<file path="config.mk">
export PLATFORM = sky130hd
export DESIGN_NAME = rom_fetch
export DESIGN_NICKNAME = d
export VERILOG_FILES = /design/src/rtl/sm83_pkg.sv /design/src/rtl/fetch_fifo.sv /design/src/rtl/rom_fetch.sv
export SDC_FILE = /design/constraint.sdc
export NUM_CORES = 1
export LEC_CHECK = 0
export ABC_AREA = 1
export BUFFER_PORTS_ARGS = -buffer_cell sky130_fd_sc_hd__clkbuf_2
export CAP_MARGIN = 25
export CORE_ASPECT_RATIO = 0.5
export CORE_MARGIN = 4
export CORE_UTILIZATION = 44
export DETAILED_ROUTE_END_ITERATION = 12
export GPL_TIMING_DRIVEN = 0
export PLACE_DENSITY = 0.6
export SYNTH_ARGS = -nofsm -noshare
export SYNTH_HDL_FRONTEND = slang
export SYNTH_SLANG_ARGS = --single-unit
</file>
<file path="constraint.sdc">
create_clock -name clk -period 2.21 [get_ports clk]
set_clock_uncertainty 0.15 [all_clocks]
set_input_delay 0.663 -clock clk [delete_from_list [all_inputs] [get_ports clk]]
set_output_delay 0.663 -clock clk [all_outputs]
set_load 0.005 [all_outputs]
</file>
<file path="src/rtl/sm83_pkg.sv">
// Shared SM83 constants and the fetch-queue payload type.
package sm83_pkg;

    localparam int unsigned ADDR_W = 16;
    localparam int unsigned DATA_W = 8;

    localparam logic [ADDR_W-1:0] RESET_PC_DEFAULT = 16'h0000;

    typedef struct packed {
        logic [DATA_W-1:0] data;
        logic [ADDR_W-1:0] pc;
    } fetch_entry_t;

    localparam int unsigned ENTRY_W = $bits(fetch_entry_t);

endpackage

</file>
<file path="src/rtl/fetch_fifo.sv">
// Synchronous prefetch FIFO holding {byte, address} entries; flush empties it in one cycle.
module fetch_fifo
    import sm83_pkg::*;
#(
    parameter int unsigned DEPTH = 4
) (
    input  logic                     clk,
    input  logic                     rst_n,
    input  logic                     push,
    input  logic [ENTRY_W-1:0]       push_data,
    input  logic                     pop,
    input  logic                     flush,
    output logic [$clog2(DEPTH):0]   count,
    output logic [ENTRY_W-1:0]       head
);

    localparam int unsigned PTR_W = $clog2(DEPTH);
    localparam int unsigned CNT_W = PTR_W + 1;

    logic [ENTRY_W-1:0] mem [DEPTH];
    logic [PTR_W-1:0]   wr_ptr;
    logic [PTR_W-1:0]   rd_ptr;
    logic               do_push;
    logic               do_pop;

    // Guard against pushing when full or popping when empty.
    always_comb begin
        do_push = push && (count != CNT_W'(DEPTH));
        do_pop  = pop && (count != '0);
        head    = mem[rd_ptr];
    end

    // Storage, pointers and occupancy.
    always_ff @(posedge clk or negedge rst_n) begin
        if (!rst_n) begin
            wr_ptr <= '0;
            rd_ptr <= '0;
            count  <= '0;
            for (int unsigned i = 0; i < DEPTH; i++) begin
                mem[PTR_W'(i)] <= '0;
            end
        end else if (flush) begin
            wr_ptr <= '0;
            rd_ptr <= '0;
            count  <= '0;
        end else begin
            if (do_push) begin
                mem[wr_ptr] <= push_data;
                wr_ptr      <= wr_ptr + PTR_W'(1);
            end
            if (do_pop) begin
                rd_ptr <= rd_ptr + PTR_W'(1);
            end
            if (do_push && !do_pop) begin
                count <= count + CNT_W'(1);
            end else if (!do_push && do_pop) begin
                count <= count - CNT_W'(1);
            end
        end
    end

endmodule

</file>
<file path="src/rtl/rom_fetch.sv">
// Instruction prefetcher: streams bytes from a synchronous ROM into a small queue,
// with credit-based issue so every inflight read already owns a queue slot.
module rom_fetch
    import sm83_pkg::*;
#(
    parameter int unsigned       DEPTH    = 4,
    parameter logic [ADDR_W-1:0] RESET_PC = RESET_PC_DEFAULT
) (
    input  logic              clk,
    input  logic              rst_n,
    output logic              rom_en,
    output logic [ADDR_W-1:0] rom_addr,
    input  logic [DATA_W-1:0] rom_data,
    input  logic              redirect,
    input  logic [ADDR_W-1:0] redirect_pc,
    output logic              out_valid,
    input  logic              out_ready,
    output logic [DATA_W-1:0] out_byte,
    output logic [ADDR_W-1:0] out_pc
);

    localparam int unsigned CNT_W = $clog2(DEPTH) + 1;
    localparam int unsigned OCC_W = CNT_W + 1;

    logic [ADDR_W-1:0]  pc;
    logic [ADDR_W-1:0]  addr_q;
    logic               inflight;
    logic [CNT_W-1:0]   count;
    logic [OCC_W-1:0]   occupancy;
    logic               issue;
    logic               push;
    logic               pop;
    fetch_entry_t       push_entry;
    fetch_entry_t       head_entry;
    logic [ENTRY_W-1:0] head_bits;

    // Issue decision, ROM address mux and queue handshakes; redirect overrides all.
    always_comb begin
        occupancy       = OCC_W'(count) + OCC_W'(inflight);
        issue           = rst_n && !redirect && (occupancy < OCC_W'(DEPTH));
        rom_en          = issue;
        rom_addr        = issue ? pc : addr_q;
        out_valid       = (count != '0);
        push            = inflight && !redirect;
        pop             = out_valid && out_ready && !redirect;
        push_entry.data = rom_data;
        push_entry.pc   = addr_q;
        head_entry      = fetch_entry_t'(head_bits);
        out_byte        = head_entry.data;
        out_pc          = head_entry.pc;
    end

    // Fetch pointer, last issued address and inflight flag.
    always_ff @(posedge clk or negedge rst_n) begin
        if (!rst_n) begin
            pc       <= RESET_PC;
            addr_q   <= '0;
            inflight <= 1'b0;
        end else begin
            inflight <= issue;
            if (redirect) begin
                pc <= redirect_pc;
            end else if (issue) begin
                pc     <= pc + ADDR_W'(1);
                addr_q <= pc;
            end
        end
    end

    fetch_fifo #(
        .DEPTH (DEPTH)
    ) u_fifo (
        .clk       (clk),
        .rst_n     (rst_n),
        .push      (push),
        .push_data (push_entry),
        .pop       (pop),
        .flush     (redirect),
        .count     (count),
        .head      (head_bits)
    );

endmodule

</file>
# Word level (Yosys, flattened, before mapping)
# Index checks and enable logic that the tools add are counted.
# op_classes
add_sub_neg,6
magnitude_cmp,4
eq_ne,1
mux,16
bitwise,3
reduce_logical,19
# op_table
cell,n
bitwise mux 96 bit,1
2-to-1 mux 24 bit,3
binary-select mux 24 bit (select 2 bit),1
demux 24 bit (select 2 bit),1
2-to-1 mux 16 bit,3
adder 16 x 1 -> 16 bit (second input constant),1
logical AND 1 bit,10
2-to-1 mux 3 bit,3
2-to-1 mux 2 bit,4
>= comparator 3 bit (second input constant),2
NOT 2 -> 3 bit,2
nonzero test 2 bit,3
nonzero test 3 bit,2
adder 2 x 1 -> 2 bit (second input constant),2
adder 3 x 1 -> 4 bit,1
less-than comparator 4 x 3 -> 1 bit (second input constant),1
adder 3 x 1 -> 3 bit (second input constant),1
logical NOT 1 bit,3
less-than comparator 3 x 1 -> 1 bit (second input constant),1
!= test 3 bit (second input constant),1
subtractor 3 x 1 -> 3 bit (second input constant),1
AND reduction 2 bit,1
NOT 1 bit,1
# totals
register_bits,136
in_bits,28
out_inout_bits,42
elab_cells,59

# Logic depth before layout (Yosys ltp)
# depth
ltp_word,8
ltp_mapped,12
mapped_depth_nobuf,12

# Cells and area by module
# From an unflattened synthesis, not the netlist that was laid out.
# unflattened
hier_cells,786
area_unflattened_um2,6522.5
# by_module_without_submodules
mod,instances,cells_each,area_per_inst_um2,seq_area_each_um2
fetch_fifo,1,530,4703.3,2577.5
rom_fetch,1,256,1819.2,825.8

# Worst setup path after synthesis
# OpenSTA, ideal clock, no wires.
# synth_path
path_type,input port to output port
start,in redirect
end,out rom_addr[0]
arrival_time_ns,1.364
required_time_ns,1.397
path_slack_ns,0.033
stages,5
n_path_buf,2
path_cell_list,nor2_1 nand3_2 buf_4 clkbuf_1 o21ai_0
# synth_via
elab_chain_cells,4
# synth_rtl
item,line,rtl
"start, declared",rom_fetch.sv:14,"input logic redirect,"
logical NOT 1 bit,rom_fetch.sv:40,issue = rst_n && !redirect && (occupancy < OCC_W'(DEPTH));
logical AND 1 bit (2 in series),rom_fetch.sv:40,
2-to-1 mux 16 bit,-,
"end, declared",rom_fetch.sv:12,"output logic [ADDR_W-1:0] rom_addr,"
# No other way between the ends.

# Final worst setup path
# layout_path
start,reg u_fifo.count[2]
end,out rom_addr[13]
# layout_via
elab_chain_cells,4
# layout_rtl
item,line,rtl
"start, declared",fetch_fifo.sv:13,"output logic [$clog2(DEPTH):0] count,"
"start signal, assigned",fetch_fifo.sv:55,count <= count + CNT_W'(1);
"start signal, assigned",fetch_fifo.sv:57,count <= count - CNT_W'(1);
adder 3 x 1 -> 4 bit,rom_fetch.sv:39,occupancy = OCC_W'(count) + OCC_W'(inflight);
less-than comparator 4 x 3 -> 1 bit,rom_fetch.sv:40,
logical AND 1 bit,rom_fetch.sv:40,
2-to-1 mux 16 bit,-,
# No other way between the ends.

==> flow_summary_export.csv <==
group,metric,value,unit
sta,finalCriticalPeriod,2.504,ns
yosys,ys_top_cells_by_area,"dfrtp_1, nand2_1, o21ai_0",
drt,wl_per_cell,18.84,µm
placed_design,numPortBuffers,69,
die,die_h,95.42,µm
placed_design,pre_cts_slack,-1.193,ns
sta,rsz0062_at_grt,"true",
global_route,grt_usage,26.37,%
clock_tree,clockRootBuffer,"clkbuf_16",
setup_path,worst-path-buf-inv,3,
drt,drtAntennaViolNets,0,
yosys,syn_inst,849,
yosys,synth_top_cell_area_share,50.60,%
global_route,grt_use_met1,38.41,%
drt,viasPerCell,5.404,
yosys,avgSynthCellArea,7.921,µm²
global_route,antenna_found_initial,0,
setup_path,crit_family,"buffers and inverters",
outcome,violations,"setup timing",
clock_tree,clock_latency,0.42,ns
setup_path,cp.arrival,1.69,ns
global_route,gr-usage-met3,4.840,%
die,pin_count,70,
flow_run,max_cap_viol_count,0,
drt,drt_pre_antenna_iters,4,
global_route,grt_pass1_wl,34980,µm
die,die_w,182.8,µm
placed_design,gp_congestion,0.8356,
global_route,grt_pass1_vias,6319,
setup_path,end_kind,"output port",
yosys,synth_cell_types,32,
setup_path,cp.required,1.40,ns
setup_path,cp-start-kind,"flip-flop",
global_route,grt_max_degree,43,
placed_design,hpwl,13330,µm
yosys,synth_area,6725,µm²
sta,holdWs,0.1893,ns
drt,drtIter0Drc,548,
die,coreArea,14700,µm²
clock_tree,cts_sinks,136,
drt,routed_wl,22380,µm
sta,setup_violations,41,
die,die_area,17450,µm²
setup_path,crit_type,"flip-flop to output port",
final_layout,antenna-diode-count,0,
final_layout,final_cell_mix,"nand2_1, dfrtp_1, o21ai_0",
outcome,status,"finished, violations left",
yosys,synth-seq-cells,136,
sta,worst_slack,-0.2937,ns
pwr,p_per_area,1136,nW/µm²
worst_hold_path,hold_path.class,"primary input to asynchronous set/reset pin",
clock_tree,cts_buffers,17,
global_route,grt-ovfl-total,0,
pwr,ir_drop,0.0005766,V
placed_design,placed_area,7355,µm²
final_layout,num-nets-final,1012,
clock_tree,cts_tree,"built",
setup_path,critPathMaxFanout,10,
sta,tightest_slew,0.6621,ns
sta,fin_tns_setup,-8.615,ns
pwr,p_leak,4.641,nW
global_route,top_usage_layer,"met2",
final_layout,final_common_cell,"nand2_1",
yosys,yosysTopAreaCell,"dfrtp_1",
final_layout,syn_to_final_growth,36.50,%
sta,hold_violations,0,
sta,fmax,0.3994,GHz
die,initial_core_util,45.75,%
die,num_rows,31,
drt,via_count,6420,
setup_path,max_stage_delay,0.43,ns
sta,min_period_over_period,113.3,%
yosys,ys_seq_area_share,50.60,%
final_layout,postLayoutCoreUtil,62.45,%
clock_tree,htreeDepth,4,
sta,drv_slew,0,
setup_path,critical_path.cell_chain,"nor2_4 > nand3_4 > buf_6 > buf_12 > o21ai_2 > clkbuf_2",
setup_path,critPathSlowestCell,"dfrtp_2",
clock_tree,cts_buffer_depth,2,
global_route,use_met2,40.01,%
yosys,syn-num-nets,883,
sta,max-slew-margin-rel,55.72,%
clock_tree,clkTransAtPathRegs,0.06,ns
drt,remaining_drc_errors,0,
final_layout,design_area,9180,µm²
final_layout,layout-drive-gt1-share,29.19,%
yosys,yosysWarningCount,0,
## timing repair
action,CTS,global route
endpoints found under the setup margin,48,42
gates resized for setup,192,90
buffers inserted,16,11
hold buffers,3,0
pin swaps,35,25
gates cloned,9,2
hold endpoints to repair,53,0
## sequential cells by signal (all words and copies together), names as in the netlist
register	flops
inflight	1
u_fifo.count	3
pc	16
u_fifo.mem	96
addr_q	16
u_fifo.wr_ptr	2
u_fifo.rd_ptr	2
## power by group
part	switching, mW	total [mW]	internal (mW)
combinational	2.06	3.73	1.68
clock	1.10	2.81	1.71
sequential	0.695	3.88	3.19
## worst paths after layout
kind	startpoint	end	slack (ns)	cells after the start
worst min register to register	u_fifo.mem[67]	u_fifo.mem[67]	0.33	2
worst max register to register	u_fifo.count[2]	u_fifo.count[2]	0.21	13
worst min-delay path	rst_n	pc[11]	0.19	2
worst max-delay path	u_fifo.count[2]	rom_addr[13]	-0.29	6
max in group asynchronous	rst_n	u_fifo.mem[57]	0.75	2
min in group clk	redirect_pc[5]	pc[5]	0.32	3
## cell usage after synthesis
library cell    n
nand3_4         1
o22ai_1        24
inv_2           4
a21oi_1         2
clkbuf_1       22
buf_2          11
nor3_1          2
nand4_1         2
clkbuf_2        4
ha_1            5
nand2_2         2
xor2_1          3
buf_6          10
nor2_2          3
o21ai_0       172
buf_4           2
fa_1            1
buf_12          1
o31ai_1         1
nor2_8          3
a22oi_1         1
dfrtp_1       136
clkinv_1        1
nor2_4          1
o21ai_1        11
xnor2_1         2
nand3_2         2
nor2_1         84
inv_1          34
o211ai_1        4
nand3_1        21
nand2_1       277
## layer usage
layer / vias up / routed length [µm]
met3: 27 / 1474
met5: - / 0
li1: 3039 / -
met4: 0 / 304
met1: 3095 / 10630
met2: 259 / 9969
## per-stage QoR
| step | std cells | total power, mW |
|---|---|---|
| after global placement | 1116 | 6.377 |
| final | 1188 | 10.43 |
| after detailed placement | 1117 | 6.441 |
| after floorplan | 849 | 5.216 |
| after global routing | 1188 | 11.02 |
| after CTS | 1176 | 10.02 |
## cells by family after synthesis
kind of cell / after synthesis / synth area share, %
XOR/XNOR: 5 / 0.6513
buffers and inverters: 89 / 6.716
adder cells (fa/ha/maj): 6 / 1.228
AO/OA/AOI/OAI: 215 / 16.67
flip-flops: 136 / 50.60
AND/OR/NAND/NOR: 398 / 24.13
## cell type report
class                           count  area, µm²
Buffer                             50      563.0
Clock buffer                       23      467.9
Clock inverter                      8      97.59
Fill cell                        1282       5520
Inverter                           39      156.4
Multi-Input combinational cell    624       3347
Sequential cell                   136       3407
Tap cell                          198      247.7
Timing Repair Buffer              110      893.4
## worst reg2reg max path, cell delays in order, from the launching register on
cell and delay, ns:
dfrtp_2 0.39, buf_4 0.16, inv_1 0.04, nand2_1 0.10, nand2_1 0.12, nand2_1 0.10
inv_1 0.06, fa_2 0.36, xnor2_2 0.15, inv_1 0.05, nand2_1 0.06, nand2_1 0.05
nand3_1 0.06, nand2_1 0.04
Power figures use the tool's default switching activity.
